File: src/rtl/io_pkg.sv
// Shared constants and the port-id type for the CPU I/O controller.
package io_pkg;
  localparam int IO_NP = 4;
  localparam int IO_DW = 8;
  localparam int PID_W = 2;
  typedef logic [PID_W-1:0] port_id_t;
endpackage

File: src/rtl/io_inbuf.sv
// Single-entry input buffer: captures a peripheral byte when empty, releases it on a CPU read.
module io_inbuf
  import io_pkg::*;
#(
  parameter int DW = IO_DW
) (
  input  logic          clk,
  input  logic          reset,
  input  logic          in_valid,
  input  logic [DW-1:0] in_data,
  output logic          in_ready,
  input  logic          rd,
  output logic [DW-1:0] data,
  output logic          full
);

  logic [DW-1:0] data_q, data_d;
  logic          full_q, full_d;

  // Capture needs an empty buffer and a read needs a full one, so the two never collide.
  always_comb begin
    data_d = data_q;
    full_d = full_q;
    if (in_valid && !full_q) begin
      data_d = in_data;
      full_d = 1'b1;
    end else if (rd && full_q) begin
      full_d = 1'b0;
    end
  end

  always_ff @(posedge clk or negedge reset) begin
    if (!reset) begin
      data_q <= '0;
      full_q <= 1'b0;
    end else begin
      data_q <= data_d;
      full_q <= full_d;
    end
  end

  assign in_ready = !full_q;
  assign data     = data_q;
  assign full     = full_q;

endmodule

File: src/rtl/io_ctrl.sv
// CPU I/O controller: buffered input ports, held output ports and a round-robin interrupt selector.
module io_ctrl
  import io_pkg::*;
#(
  parameter int DW = IO_DW,
  parameter int NP = IO_NP
) (
  input  logic             clk,
  input  logic             reset,
  input  logic [NP-1:0]    in_valid,
  input  logic [NP*DW-1:0] in_data,
  output logic [NP-1:0]    in_ready,
  input  logic             rd_en,
  input  logic [1:0]       id_in,
  output logic [DW-1:0]    data_in,
  output logic             in_stall,
  input  logic             wr_en,
  input  logic [1:0]       id_out,
  input  logic [DW-1:0]    data_reg,
  output logic [NP*DW-1:0] out_data,
  output logic [NP-1:0]    out_valid,
  input  logic [NP-1:0]    out_ack,
  output logic             out_stall,
  output logic             irq,
  output logic [1:0]       irq_port
);

  logic [DW-1:0] buf_data [NP];
  logic [NP-1:0] full;
  logic [DW-1:0] hold_q [NP];
  logic [DW-1:0] hold_d [NP];
  logic [NP-1:0] valid_q, valid_d;
  port_id_t      rr_q, rr_d;
  port_id_t      scan_idx;

  genvar gi;
  generate
    for (gi = 0; gi < NP; gi++) begin : g_port
      io_inbuf #(.DW(DW)) u_inbuf (
        .clk      (clk),
        .reset    (reset),
        .in_valid (in_valid[gi]),
        .in_data  (in_data[DW*gi +: DW]),
        .in_ready (in_ready[gi]),
        .rd       (rd_en && (id_in == PID_W'(gi))),
        .data     (buf_data[gi]),
        .full     (full[gi])
      );

      // A write may land in the same cycle the peripheral drains the old byte.
      always_comb begin
        hold_d[gi]  = hold_q[gi];
        valid_d[gi] = valid_q[gi];
        if (wr_en && (id_out == PID_W'(gi)) && (!valid_q[gi] || out_ack[gi])) begin
          hold_d[gi]  = data_reg;
          valid_d[gi] = 1'b1;
        end else if (out_ack[gi]) begin
          valid_d[gi] = 1'b0;
        end
      end

      always_ff @(posedge clk or negedge reset) begin
        if (!reset) begin
          hold_q[gi]  <= '0;
          valid_q[gi] <= 1'b0;
        end else begin
          hold_q[gi]  <= hold_d[gi];
          valid_q[gi] <= valid_d[gi];
        end
      end

      assign out_data[DW*gi +: DW] = hold_q[gi];
    end
  endgenerate

  assign out_valid = valid_q;
  assign data_in   = full[id_in] ? buf_data[id_in] : '0;
  assign in_stall  = rd_en && !full[id_in];
  assign out_stall = wr_en && valid_q[id_out] && !out_ack[id_out];
  assign irq       = |full;

  // Scan from the farthest offset back to rr_q so the nearest full port wins.
  always_comb begin
    irq_port = rr_q;
    scan_idx = rr_q;
    for (int k = NP - 1; k >= 0; k--) begin
      scan_idx = rr_q + PID_W'(k);
      if (full[scan_idx]) irq_port = scan_idx;
    end
  end

  always_comb begin
    rr_d = rr_q;
    if (rd_en && full[id_in]) rr_d = id_in + 2'd1;
  end

  always_ff @(posedge clk or negedge reset) begin
    if (!reset) rr_q <= '0;
    else        rr_q <= rr_d;
  end

endmodule

File: config.mk
export PLATFORM = sky130hd
export DESIGN_NAME = io_ctrl
export DESIGN_NICKNAME = d
export VERILOG_FILES = /design/src/rtl/io_pkg.sv /design/src/rtl/io_inbuf.sv /design/src/rtl/io_ctrl.sv
export SDC_FILE = /design/constraint.sdc
export NUM_CORES = 1
export LEC_CHECK = 0
export CAP_MARGIN = 10
export CORE_AREA = 2 2 107 98
export CTS_CLUSTER_SIZE = 14
export DETAILED_ROUTE_END_ITERATION = 6
export DIE_AREA = 0 0 109 100
export GPL_ROUTABILITY_DRIVEN = 0
export PLACE_DENSITY = 0.66
export SLEW_MARGIN = 20
export SYNTH_ARGS = -nofsm -noshare
export SYNTH_HDL_FRONTEND = slang
export SYNTH_SLANG_ARGS = --single-unit
File: constraint.sdc
create_clock -name clk -period 1.74 [get_ports clk]
set_input_delay 0.261 -clock clk [delete_from_list [all_inputs] [get_ports clk]]
set_output_delay 0.261 -clock clk [all_outputs]
set_load 0.01 [all_outputs]
## After elaboration in Yosys (flattened, before gate mapping)

Cells that the tools add are included.

- Add/sub/neg operators: 4
- $mul: 0
- Div/mod/pow operators: 0
- $lt $le $gt $ge: 7
- Equal/unequal tests: 6
- Shift-type cells: 0
- Mux-type cells: 38
- Bitwise operators: 1
- Reductions and logical operators: 49

Operators by type and width:

| cell | number |
|---|---|
| logical AND 1 bit | 24 |
| two-way mux 8 bit | 3 |
| two-way mux 1 bit | 23 |
| less-than comparator 2 x 3 -> 1 bit, second input constant | 6 |
| binary-select mux 8 bit (select 2 bit) | 1 |
| nonzero test 2 bit | 8 |
| binary-select mux 1 bit (select 2 bit) | 7 |
| zero test 1 bit | 10 |
| == test 2 bit, second input constant | 4 |
| two-way mux 2 bit | 4 |
| adder 2 x 1 -> 2 bit, second input constant | 2 |
| adder 2 bit, second input constant | 2 |
| == test 2 x 1 -> 1 bit, second input constant | 2 |
| zero test 2 bit | 2 |
| logical OR 1 bit | 4 |
| OR reduction 4 bit | 1 |
| >= comparator 3 bit, second input constant | 1 |
| inverter 2 -> 3 bit | 1 |

- Flip-flop bits (word level): 74
- Bits in latches: 0
- Bits in writable memories: 0
- Memory bits (read-only): 0
- Input port bits: 56
- Output and inout bits: 53
- Memories: 0

## Longest topological paths before layout

Gate-level depths: netlist (run 1).

- Word-level depth: 7
- Mapped depth: 4
- Depth with buffers taken out: 3

## Hierarchy

From an unflattened synthesis (run 1), not the netlist that was laid out.

- Cell total of the unflattened synthesis: 236
- Area total of the unflattened synthesis: 3,507.1 um^2

Modules (own cells, without submodules):

| module | times used | cells an instance | area each (um^2) | seq. area each (um^2) |
|---|---|---|---|---|
| io_ctrl | 1 | 152 | 2,010.7 | 950.9 |
| io_inbuf | 4 | 21 | 374.1 | 225.2 |

## Worst setup path after synthesis (run 1)

OpenSTA, ideal clock, no wires.

- Path kind: register to output
- Start point: reg g_port[0].u_inbuf.full_q
- End point: out irq_port[0]
- Arrival time: 1.139 ns
- Data required time: 1.479 ns
- Path slack: 0.340 ns
- Cell stages (with the launch flop): 5
- Cells stage by stage: dfrtp_1 -> buf_2 -> inv_1 -> o22ai_1 -> a222oi_1

- Word-level cells in the longest chain between the ends: 6

Ends and longest elaborated chain:

| what | RTL line | source |
|---|---|---|
| start: declaration | io_inbuf.sv:18 | `logic full_q, full_d;` |
| start signal: assignment | io_inbuf.sv:38 | `full_q <= full_d;` |
| binary-select mux 1 bit (select 2 bit) | io_ctrl.sv:88 | `if (full[scan_idx]) irq_port = scan_idx;` |
| two-way mux 1 bit (not written as such) | io_ctrl.sv:88 |  |
| two-way mux 2 bit (3 in series) | io_ctrl.sv:88 |  |
| two-way mux 2 bit * | io_ctrl.sv:88 |  |
| end: declaration | io_ctrl.sv:25 | `output logic [1:0] irq_port` |

Mark *: on every way between the ends. The rest lies on a longest branch, timed or not. The select of a mux whose other input is x is not followed.

## Worst setup path in the final report (run 1)

Same ends and word-level chain as after synthesis.

==> flow_summary_export.csv, run 1 <==
group,metric,value,unit
yosys,ys_top_cells_by_area,"dfrtp_1 (55%), mux2_2 (22%), mux4_2 (5.4%)",
outcome,violations,"negative setup slack",
die,die-area,10900,um^2
yosys,synth.most_common_cell,"dfrtp_1",
detailed_routing,drt_iter0_drc,51,
timing,finalWorstSetupSlack,-0.101,ns
timing,period_needed,1.84,ns
critical_path,required,1.48,ns
die,rows,35,
outcome,outcome,"finished with violations",
yosys,synth_nets,296,
critical_path,crit_start,"g_port[0].u_inbuf.full",
yosys,ys_types,32,
critical_path,cp_cell_sequence,"buf_6 -> nor2_4 -> o22ai_1 -> a222oi_1 -> buf_2",
layout,final_area,5280,um^2
cts,insertion_delay,0.34,ns
global_route,grt_pass1_wl,13400,um
die,dieHeight,100,um
cts,htree_levels,3,
critical_path,r2r_end,"g_port[0].u_inbuf.data[4]",
detailed_routing,vias,2477,
layout,final_nets,449,
yosys,synth_top_area_share,55.1,%
die,die_w,109,um
timing,hold_slack,0.354,ns
timing,rsz0062_at_grt,"yes",
global_route,grt_pass1_vias,2612,
yosys,synth_edf_count,0,
layout,drive_gt1_share,43.3,%
global_route,grt_max_degree,51,
layout,areaGrowthSynthToFinish,57.3,%
yosys,ys_seq_area_share,55.1,%
detailed_routing,drc,0,
timing,timing.final.hold_violations,0,
die,initial_core_util,33.8,%
yosys,synth_area,3360,um^2
yosys,async_flop_share,100,%
critical_path,cp_slowest_cell,"dfrtp_2",
yosys,ys.flop_type,"dfrtp_1",
die,coreArea,9940,um^2
cts,cts_buffers,9,
critical_path,cp_slowest_stage_delay,0.45,ns
global_route,antenna_found_initial,0,
timing,min_period_over_period,106,%
cts,cts_tree,"built",
critical_path,crit_fanout,4,
timing,max_freq,543,MHz
critical_path,reg2reg_slack,0.14,ns
hold_path,hold_path.class,"in2async",
critical_path,cp-start-kind,"flip-flop",
placed_design,place_area,4850,um^2
yosys,synthTopCellsByCount,"dfrtp_1 (74), mux2_2 (66), inv_1 (13), nor2b_1 (13), mux4_2 (8)",
critical_path,crit_path_end_kind,"output port",
critical_path,r2r_start,"g_port[0].u_inbuf.full",
power_and_ir_drop,p_leak,2.28,nW
timing,drv_slew,0,
timing,clock_skew,0.0108,ns
detailed_routing,wirelength,8400,um
critical_path,ff2ff_path_depth,6,
layout,final_core_util,53.2,%
die,num_io_pins,109,
cts,root_buffer,"clkbuf_8",
detailed_routing,drtPass1Iterations,4,
timing,fin_setup_tns,-0.340,ns
job,drv_cap,0,
global_route,grt_remaining_overflow,0,
detailed_routing,wl_per_cell,16.1,um
yosys,yosys_warnings,0,
layout,diodes,0,
critical_path,critPathArrivalTime,1.58,ns
critical_path,endpoint,"irq_port[0]",
detailed_routing,ant_nets,0,
placed_design,dp_hpwl,5950,um
timing,finalSetupViolCount,6,
power_and_ir_drop,power_per_cell_area,1070,nW/um^2
detailed_routing,viasPerCell,4.75,
cts,clkSinkCount,74,
critical_path,path_class,"reg2out",
global_route,grt_usage,16.0,%
yosys,netlist_instances,236,
cts,clockBufferDepth,2,
yosys,ys_seq_elements,74,
placed_design,io_buffers,108,
power_and_ir_drop,ir_drop,0.600,mV
timing,relSlewSlack,76.7,%
cts,cts.clk_slew.worst_paths,0.09,ns
timing,worst_pin_slew,0.349,ns
yosys,syn_avg_cell_area,14.2,um^2
yosys,synth_top_cell_by_area,"dfrtp_1",
## report_power, final
group / internal (mW) / switching, mW / leakage, nW
clock network: 0.952 / 0.668 / 0.116
logic: 1.11 / 0.590 / 1.30
registers: 2.12 / 0.217 / 0.869
total: 4.18 / 1.48 / 2.28
## metrics by stage
stage | worst slack, ns | cells | total power, mW
floorplan | 0.340 | 236 | 3.09
global placement | -0.664 | 496 | 3.97
CTS | -0.138 | 521 | 5.66
finish | -0.101 | 522 | 5.66
global route | -0.154 | 522 | 5.96
detailed placement | -0.691 | 496 | 4.01
## metal layers
| layer | track usage (%) | share of wire [%] |
|---|---|---|
| met5 | 0 | 0 |
| met4 | 4.04 | 0.90 |
| met3 | 4.68 | 5.0 |
| met2 | 26.8 | 50 |
| met1 | 20.5 | 44 |
## cells by family (layout without fill, tap and decap cells)
family	Yosys count	in the layout	synth area share (%)
adder cells (fa/ha/maj)	4	4	1.49
AO/OA/AOI/OAI	22	22	4.99
AND/OR/NAND/NOR	32	32	6.03
flip-flops	74	74	55.1
multiplexers	77	78	28.4
buffers and inverters	27	183	3.98
## worst min path at each step
| stage | startpoint | end | cells after the start |
|---|---|---|---|
| 2_1_floorplan | reset | g_port[0].u_inbuf.data[0] | 0 |
| 3_3_place_gp | reset | g_port[0].u_inbuf.data[3] | 1 |
| 3_5_place_dp | reset | g_port[1].u_inbuf.data[3] | 1 |
| 4_1_cts | reset | g_port[1].u_inbuf.data[3] | 2 |
| 5_1_grt | reset | g_port[1].u_inbuf.data[3] | 2 |
| 6_report | reset | g_port[1].u_inbuf.data[3] | 2 |
## cell type report
type                       instances  area (um^2)
multi-input combinational        136         1470
inverter                          13         51.3
clock buffer                       9          124
sequential                        74         1850
tap                              129          161
timing repair buffer             155         1510
fill                             870         4660
clock inverter                     6          115
## cells in the final DEF, fill, tap and decap left out, types with 3 or more instances in the layout
cell	count
clkdlybuf4s50_1	87
dfrtp_1	72
mux2_2	65
buf_4	34
buf_6	12
inv_1	11
nor2b_1	9
clkbuf_8	9
mux4_2	8
buf_2	7
dlygate4sd2_1	6
o22ai_1	5
buf_12	5
nor2b_4	4
nor2_1	4
a31oi_1	4
ha_1	4
nand3b_1	3
o21ai_0	3
bufinv_16	3
## critical path, delay by kind of cell (launching register included)
kind	cells	cell delay, ns
simple gates	1	0.06
buf+inv	2	0.33
compound gates	2	0.38
flops	1	0.45
## timing repair
action / 4_1_cts / 5_1_grt
endpoints found under the hold margin: 24 / 0
cloned: 2 / 0
gates resized for setup: 73 / 24
hold buffers: 1 / 0
setup buffers: 8 / 1
pin swaps: 3 / 7
endpoints found under the setup margin: 17 / 14
Power figures use the tool's default switching activity.
==> run 2, diff against run 1 <==
Settings changed: CTS_CLUSTER_SIZE 14 to default.
==> results of run 2 <==
Same layout as run 1: the final DEF is identical, and so are final timing and power.
==> run 3, diff against run 2 <==
Settings changed: PLACE_DENSITY 0.66 to default.
==> flow_summary_export.csv, run 3 (synthesis gave the netlist of run 1 again) <==
group,metric,value,unit
outcome,outcome,"finished with violations",
outcome,violations,"negative setup slack",
critical_path,reg2reg_slack,0.15,ns
critical_path,crit_path_end_kind,"output port",
critical_path,cp_cell_sequence,"buf_6 -> buf_6 -> nor2_2 -> o22ai_1 -> a222oi_1 -> buf_2",
power_and_ir_drop,p_int,3.91,mW
detailed_routing,wl_per_cell,16.0,um
critical_path,cp_slowest_cell,"dfrtp_2",
critical_path,path_class,"reg2out",
timing,worst_pin_slew,0.388,ns
power_and_ir_drop,pwr-share-seq,43.2,%
detailed_routing,drtPass1Iterations,5,
power_and_ir_drop,power_frac_clock,26.1,%
layout,layout_common_cells,"clkdlybuf4s50_1 (86), dfrtp_1 (73), mux2_2 (65)",
timing,relSlewSlack,74.1,%
timing,timing.final.hold_violations,0,
cts,cts_buffers,9,
timing,hold_slack,0.277,ns
hold_path,hold_path.class,"in2async",
die,die_w,109,um
die,rows,35,
power_and_ir_drop,p_sw,1.49,mW
global_route,grt_usage,16.5,%
critical_path,path_common_cell,"buf_6",
timing,finalSetupViolCount,9,
detailed_routing,wirelength,8400,um
placed_design,dp_hpwl,6200,um
job,drv_cap,0,
cts,root_buffer,"clkbuf_8",
global_route,antenna_found_initial,0,
timing,period_needed,1.92,ns
detailed_routing,drt_iter0_drc,42,
timing,finalWorstSetupSlack,-0.176,ns
critical_path,cp-start-kind,"flip-flop",
cts,insertion_delay,0.34,ns
layout,areaGrowthSynthToFinish,53.9,%
power_and_ir_drop,p_leak,2.27,nW
placed_design,io_buffers,108,
timing,drv_slew,0,
layout,fillers,893,
layout,multi_input_area,1430,um^2
critical_path,cp_slowest_stage_delay,0.42,ns
die,coreArea,9940,um^2
cts,htree_levels,3,
critical_path,critical_path_buf_inv_count,3,
timing,clock_skew,0.00838,ns
power_and_ir_drop,pwr-share-comb,30.7,%
layout,finalNonFillerCells,525,
detailed_routing,ant_nets,0,
layout,diodes,0,
timing,rsz0062_at_grt,"yes",
placed_design,dpl.cell_count,495,
die,dieHeight,100,um
timing,max_freq,522,MHz
critical_path,critPathArrivalTime,1.65,ns
global_route,grt_pass1_vias,2577,
layout,drive_gt1_share,42.2,%
critical_path,crit_fanout,5,
detailed_routing,vias,2445,
critical_path,cpLargestDelayFamily,"buffers and inverters",
layout,seq_area,1850,um^2
power_and_ir_drop,power_per_cell_area,1040,nW/um^2
power_and_ir_drop,power,5.40,mW
layout,final_nets,451,
die,num_io_pins,109,
power_and_ir_drop,switching_share,27.6,%
cts,cts_tree,"built",
cts,clockBufferDepth,2,
detailed_routing,drc,0,
timing,min_period_over_period,110,%
critical_path,required,1.48,ns
global_route,grt_pass1_wl,13600,um
die,die-area,10900,um^2
layout,layout_commonest_cell,"clkdlybuf4s50_1",
cts,clkSinkCount,74,
power_and_ir_drop,ir_drop,0.481,mV
global_route,grt_max_degree,38,
die,initial_core_util,33.8,%
layout,final_core_util,52.0,%
detailed_routing,viasPerCell,4.66,
cts,cts.clk_slew.worst_paths,0.08,ns
global_route,grt_remaining_overflow,0,
## run 3: cell type report
type | count | area share, %
Sequential cell | 74 | 35.8
Inverter | 13 | 0.944
Multi-Input combinational cell | 136 | 27.7
Clock inverter | 6 | 1.40
Clock buffer | 10 | 2.66
Tap cell | 129 | 3.12
Timing Repair Buffer | 157 | 28.4
## run 3: worst register-to-register path, delay by kind of cell, from the launching register on
kind	cells	cell delay, ns
buffers and inverters	3	0.41
flip-flops	1	0.39
multiplexers	1	0.33
AND/OR/NAND/NOR	2	0.34
## run 3: stage by stage
stage | cell area [um^2] | setup WS [ns] | setup TNS [ns]
2_1_floorplan | 3360 | 0.340 | 0
3_3_place_gp | 4850 | -0.757 | -9.50
3_5_place_dp | 4850 | -0.769 | -10.02
4_1_cts | 5160 | -0.178 | -0.841
5_1_grt | 5170 | -0.245 | -1.71
6_report | 5170 | -0.176 | -0.792
## run 3: power by group through the flow
stage          clock, mW  sequential (mW)  combinational [mW]
2_1_floorplan          0             2.39               0.700
3_3_place_gp           0             2.36                1.63
3_5_place_dp           0             2.37                1.66
4_1_cts             1.46             2.34                1.67
5_1_grt             1.53             2.39                1.78
6_report            1.41             2.33                1.66
## run 3: final timing paths
path | startpoint | endpoint | cells past startpoint
min in group clk | id_in[0] | rr_q[0] | 3
max reg2reg | out_valid[1] | out_data[13] | 6
min reg2reg | out_data[13] | out_data[13] | 1
max | g_port[0].u_inbuf.full | irq_port[0] | 6
min | reset | g_port[0].u_inbuf.data[4] | 2
max in group asynchronous | reset | g_port[0].u_inbuf.data[5] | 3
## run 3: repair_timing
item | 4_1_cts | 5_1_grt
hold buffers | 1 | 0
setup buffers | 11 | 1
cloned | 1 | 0
pin swaps | 3 | 3
gates resized for setup | 77 | 6
setup endpoints to repair | 17 | 13
hold endpoints to repair | 44 | 0
## run 3: layer usage
metal | vias to the layer above | GRT usage [%] | wire [um]
met1 | 1222 | 22.4 | 3750
met5 | - | 0 | 0
met3 | 9 | 3.77 | 330
met4 | 0 | 4.34 | 117
li1 | 1158 | - | -
met2 | 56 | 26.5 | 4200
